$ cat config.mk
export PLATFORM = sky130hd
export DESIGN_NAME = cube_line_sequencer
export DESIGN_NICKNAME = d
export VERILOG_FILES = /design/src/rtl/cube_line_sequencer.sv
export SDC_FILE = /design/constraint.sdc
export NUM_CORES = 1
export LEC_CHECK = 0
export ABC_AREA = 1
export BUFFER_PORTS_ARGS = -buffer_cell sky130_fd_sc_hd__buf_2
export CORE_UTILIZATION = 30
export CTS_CLUSTER_DIAMETER = 80
export DETAILED_ROUTE_END_ITERATION = 16
export PLACE_DENSITY = 0.51
export SLEW_MARGIN = 20
export SYNTH_ARGS = -nofsm -noshare
export SYNTH_HDL_FRONTEND = slang
export SYNTH_SLANG_ARGS = --single-unit
$ cat constraint.sdc
create_clock -name clk -period 2.2 [get_ports clk]
set_input_delay 0.66 -clock clk [delete_from_list [all_inputs] [get_ports clk]]
set_output_delay 0.66 -clock clk [all_outputs]
set_load 0.01 [all_outputs]
$ cat src/rtl/cube_line_sequencer.sv
// cube_line_sequencer
//
// Frame-level controller for the cube rotation engine. A frame_start walks
// the 12 cube edges through the free-running rotation engine. Each edge index
// is held on line_num long enough for the engine outputs to settle. The
// endpoints are then projected to 640x480 screen space, clamped, and written
// to the non-displayed bank of a double-buffered edge table. At the end of
// the frame the banks swap.
//
// Ports
//   clk, reset            : clock, synchronous active-high reset
//   frame_start           : one-cycle request to compute a frame
//   eng_x0/y0/x1/y1       : signed 13-bit rotated endpoints from the engine
//   line_num              : edge index driven to the engine (0..11)
//   wr_en, wr_addr        : edge-table write strobe, {bank, line index}
//   wr_x0/y0/x1/y1        : projected, clamped endpoints (hold between writes)
//   disp_bank             : bank currently read by the line drawer
//   busy                  : frame in progress (through the DONE cycle)
//   frame_done            : one-cycle pulse on frame completion
//   overrun               : sticky, frame_start seen while busy
module cube_line_sequencer #(
  parameter int SETTLE = 12,
  parameter int SHIFT  = 3,
  parameter int CX     = 320,
  parameter int CY     = 240
) (
  input  logic               clk,
  input  logic               reset,
  input  logic               frame_start,
  input  logic signed [12:0] eng_x0,
  input  logic signed [12:0] eng_y0,
  input  logic signed [12:0] eng_x1,
  input  logic signed [12:0] eng_y1,
  output logic [3:0]         line_num,
  output logic               wr_en,
  output logic [4:0]         wr_addr,
  output logic [9:0]         wr_x0,
  output logic [9:0]         wr_y0,
  output logic [9:0]         wr_x1,
  output logic [9:0]         wr_y1,
  output logic               disp_bank,
  output logic               busy,
  output logic               frame_done,
  output logic               overrun
);

  localparam int CNT_W = $clog2(SETTLE);
  localparam logic [CNT_W-1:0] SETTLE_LAST = CNT_W'(SETTLE - 1);
  localparam logic [3:0] LAST_LINE = 4'd11;

  // Projection is done at 18 bits so that any 13-bit engine value shifted
  // by SHIFT plus the centre offset cannot wrap before clamping.
  localparam logic signed [17:0] CX_S  = 18'(CX);
  localparam logic signed [17:0] CY_S  = 18'(CY);
  localparam logic signed [17:0] X_MAX = 18'sd639;
  localparam logic signed [17:0] Y_MAX = 18'sd479;

  typedef enum logic [1:0] {
    S_IDLE,
    S_SETTLE,
    S_WRITE,
    S_DONE
  } state_t;

  state_t state, state_next;
  logic [CNT_W-1:0] cnt;
  logic capture;

  function automatic logic signed [17:0] widen(input logic signed [12:0] e);
    logic signed [17:0] w;
    w = {{5{e[12]}}, e};
    return w;
  endfunction

  function automatic logic [9:0] sat(input logic signed [17:0] v,
                                     input logic signed [17:0] hi);
    logic [9:0] r;
    if (v < 18'sd0)
      r = '0;
    else if (v > hi)
      r = hi[9:0];
    else
      r = v[9:0];
    return r;
  endfunction

  function automatic logic [9:0] proj_x(input logic signed [12:0] e);
    logic signed [17:0] v;
    v = CX_S + (widen(e) <<< SHIFT);
    return sat(v, X_MAX);
  endfunction

  // Screen y grows downward, so engine y is subtracted from the centre.
  function automatic logic [9:0] proj_y(input logic signed [12:0] e);
    logic signed [17:0] v;
    v = CY_S - (widen(e) <<< SHIFT);
    return sat(v, Y_MAX);
  endfunction

  always_comb begin
    state_next = state;
    capture    = 1'b0;
    case (state)
      S_IDLE: begin
        if (frame_start)
          state_next = S_SETTLE;
      end
      S_SETTLE: begin
        if (cnt == SETTLE_LAST) begin
          capture    = 1'b1;
          state_next = S_WRITE;
        end
      end
      S_WRITE: begin
        state_next = (line_num == LAST_LINE) ? S_DONE : S_SETTLE;
      end
      S_DONE: begin
        state_next = S_IDLE;
      end
      default: begin
        state_next = S_IDLE;
      end
    endcase
  end

  assign wr_en      = (state == S_WRITE);
  assign busy       = (state != S_IDLE);
  assign frame_done = (state == S_DONE);

  always_ff @(posedge clk) begin
    if (reset) begin
      state     <= S_IDLE;
      cnt       <= '0;
      line_num  <= '0;
      disp_bank <= 1'b0;
      overrun   <= 1'b0;
      wr_addr   <= '0;
      wr_x0     <= '0;
      wr_y0     <= '0;
      wr_x1     <= '0;
      wr_y1     <= '0;
    end else begin
      state <= state_next;
      // DONE still counts as busy, so a request there is an overrun too.
      if (frame_start && (state != S_IDLE))
        overrun <= 1'b1;
      case (state)
        S_IDLE: begin
          if (frame_start) begin
            line_num <= '0;
            cnt      <= '0;
          end
        end
        S_SETTLE: begin
          cnt <= cnt + 1'b1;
          // Engine values at the end of the last settle cycle are projected
          // and registered; they are presented during the WRITE cycle.
          if (capture) begin
            wr_addr <= {~disp_bank, line_num};
            wr_x0   <= proj_x(eng_x0);
            wr_y0   <= proj_y(eng_y0);
            wr_x1   <= proj_x(eng_x1);
            wr_y1   <= proj_y(eng_y1);
          end
        end
        S_WRITE: begin
          if (line_num != LAST_LINE) begin
            line_num <= line_num + 4'd1;
            cnt      <= '0;
          end
        end
        S_DONE: begin
          // Only a completed frame swaps banks; an aborted one never gets here.
          disp_bank <= ~disp_bank;
        end
        default: begin
        end
      endcase
    end
  end

endmodule

==> results.py <==
metrics = {
    "outcome": {
        "outcome": "complete, no violations",
    },
    "worst_setup_path": {
        "reg2reg_to": "wr_x1[6]",
        "r2r_cells": 7,
        "worstPathMaxFanout": 7,
        "critPathBufInv": 3,
        "r2r_slack_ns": 0.42,
        "max_stage_delay_ns": 0.33,
        "slowest_stage": "ha_4",
        "end_kind": "register",
        "crit_path_start_kind": "input pin",
        "arrival_ns": 2.29,
        "r2r-start": "cnt[0]",
        "cp.required_ns": 2.44,
        "cp_top_family": "simple AND/OR/NAND/NOR gates",
        "crit_chain": "buf_8, ha_4, nand4_1, buf_4, nand4_1, nand3_1, nor2_1, nand3_1, ha_4, inv_2, nor2_2, nand3_2, a21oi_2",
        "worst-setup-path-type": "input pin to register",
    },
    "hold_path": {
        "hp-start": "wr_y0[3]",
        "min_path_cells": 2,
        "whs_endpoint": "wr_y0[3]",
        "worst_hold_path_type": "register to register",
    },
    "logic_synthesis": {
        "syn_inst": 537,
        "synth.distinct_cells": 33,
        "synth_warnings": 0,
        "netlist_area_um2": 3300,
        "async_flop_share_pct": 0,
        "synth_edf_count": 0,
        "synth_common_cells": "nand2_1 (148), nor2_1 (72), inv_1 (66), nand3_1 (58), dfxtp_1 (49)",
        "ys_ff_latch": 49,
        "yosys.area.top_type": "dfxtp_1",
        "synth.top_cell.area_share_pct": 29.7,
        "syn_nets": 602,
        "ys_seq_area_share_pct": 29.7,
        "syn_avg_cell_area_um2": 6.15,
        "synth_most_common_cell": "nand2_1",
        "synth_area_leaders": "dfxtp_1 (30%), nand2_1 (17%), nand3_1 (8.8%)",
        "synthFlopType": "dfxtp_1",
    },
    "timing": {
        "setup_viol": 0,
        "skew_ns": 0.0103,
        "rsz0062_at_grt": "true",
        "period_needed_ns": 2.04,
        "hold_violations": 0,
        "maxSlewViolCount": 0,
        "worst_pin_slew_ns": 0.592,
        "max_freq_ghz": 0.489,
        "period_share_pct": 92.9,
        "fin_ws_ns": 0.156,
        "setup-tns-final_ns": 0,
        "maxSlewHeadroom_pct": 60.5,
        "holdWs_ns": 0.466,
    },
    "drt": {
        "via_per_inst": 4.44,
        "postRouteAntennaNets": 0,
        "drtPass1Iterations": 4,
        "wl_per_cell_um": 10.5,
        "drt-initial-drc-count": 152,
        "via_count": 3743,
        "routed_wl_um": 8840,
        "drc_errors": 0,
    },
    "final_layout": {
        "layout-drive-gt1-share_pct": 33.0,
        "syn2layout_area_growth_pct": 41.7,
        "diodes": 0,
        "layout.nets": 771,
        "layout.cells.non_filler": 843,
    },
    "grt": {
        "grtUsageTotal_pct": 15.7,
        "grt_overflow": 0,
        "grt_pass1_wl_um": 14900,
        "use_met3_pct": 2.74,
        "use_met2_pct": 27.5,
        "grt_use_met1_pct": 19.8,
        "gr-max-usage-layer": "met2",
        "antenna_found_initial": 0,
        "grt_pass1_vias": 3412,
        "grt_max_degree": 37,
    },
    "floorplanning": {
        "chipHeight_um": 107,
        "rows": 37,
        "start_util_pct": 31.4,
        "core_area_um2": 10500,
        "fp.dieArea_um2": 11400,
        "die_w_um": 107,
        "num_io_pins": 109,
    },
    "cts": {
        "cts-hold-fix-buffers": 0,
        "worstSkewPairLatency_ns": 0.30,
        "cts_tree": "built",
        "root_buffer": "clkbuf_8",
        "cts_buffer_depth": 2,
        "numCtsBuffers": 5,
        "clk_pin_slew_ns": 0.09,
        "cts.sinks": 49,
        "h-tree-depth": 2,
    },
    "placed_design": {
        "io_buffer_count": 108,
        "dp_cells": 835,
        "hpwl_um": 7030,
        "gp_congestion": 0.831,
        "pre_cts_ws_ns": -0.263,
    },
    "pwr": {
        "power_leakage_uw": 0.00242,
        "power_density_nw_per_um2": 412,
        "ir_drop_mv": 0.211,
    },
    "run": {
        "cap_violations": 0,
    },
}
==> flip-flops by register name, summed over array words and instances, names as in the netlist <==
signal,cells
wr_x1,8
wr_addr,5
disp_bank,1
state,2
wr_y0,8
wr_y1,8
cnt,4
line_num,4
overrun,1
wr_x0,8
==> cells in the final DEF (no fill, tap or decap), types with 3 or more instances in the layout <==
cell      netlist  routed
o21ai_0        21      18
or2_2           4       4
clkbuf_8        0       5
ha_1           10       4
nand3b_1        6       6
nor2_1         72      64
inv_2           3       4
xor2_1          6       6
nand4_1         5       5
nor2_4          1       5
nor2_2          3       7
ha_4            0       4
inv_1          66      65
buf_6           0       3
buf_2           4     104
a21oi_1        45      43
dfxtp_1        49      49
nand2_1       148     143
nand2_2         2       6
o21ai_1         4       6
buf_4           8      74
nand3_1        58      57
==> kinds of logic (layout without fill, tap and decap cells) <==
| group | Yosys count | in the layout | share of synthesized area (%) |
|---|---|---|---|
| AO/OA/AOI/OAI | 76 | 76 | 12.0 |
| XOR/XNOR | 7 | 7 | 1.86 |
| adder cells (fa/ha/maj) | 10 | 10 | 3.79 |
| buffers and inverters | 89 | 259 | 12.2 |
| flip-flops | 49 | 49 | 29.7 |
| AND/OR/NAND/NOR | 306 | 306 | 40.5 |
==> report_power, final <==
group          switching (uW)  internal, uW
clock network             298           227
registers                11.4           899
logic                     260           235
total                     569          1360
==> layout make-up <==
cell class / count / area (um^2)
Multi-Input combinational cell: 399 / 2060
Inverter: 69 / 259
Tap cell: 136 / 170
Clock inverter: 2 / 13.8
Fill cell: 1132 / 5830
Sequential cell: 49 / 981
Clock buffer: 6 / 72.6
Timing Repair Buffer: 182 / 1120
==> per-stage QoR <==
stage	util [%]	cell area [um^2]	power [uW]
6_report	44.5	4680	1930
5_1_grt	44.5	4680	2070
4_1_cts	43.2	4540	1940
3_5_place_dp	42.4	4450	1400
3_3_place_gp	42.4	4450	1400
2_1_floorplan	-	3330	1170
==> worst max path at each step <==
stage,start,to,slack (ns),cells past startpoint
2_1_floorplan,eng_x0[3],wr_x0[3],0.02,9
3_3_place_gp,eng_y1[0],wr_y1[6],-0.26,13
3_5_place_dp,eng_y1[0],wr_y1[5],-0.26,13
4_1_cts,eng_y1[0],wr_y1[5],0.05,13
5_1_grt,eng_y0[1],wr_y0[9],-0.007,13
6_report,eng_y0[1],wr_y0[5],0.16,13
==> tightest hold or removal path, cell delays in order, from the launching register on <==
cell and delay (ns):
dfxtp_1 0.31, nand2_1 0.05, a21oi_1 0.06
==> per-layer routing <==
| layer | wire [um] | vias to the layer above |
|---|---|---|
| li1 | - | 2039 |
| met1 | 4140 | 1612 |
| met2 | 4160 | 84 |
| met3 | 449 | 8 |
| met4 | 93 | 0 |
| met5 | 0 | - |
==> timing repair <==
action                                  in CTS  in global routing
endpoints found under the setup margin       0                 17
gates resized for setup                      0                 40
buffers inserted                             0                  0
Note: power is estimated with default switching activity, not from simulation.
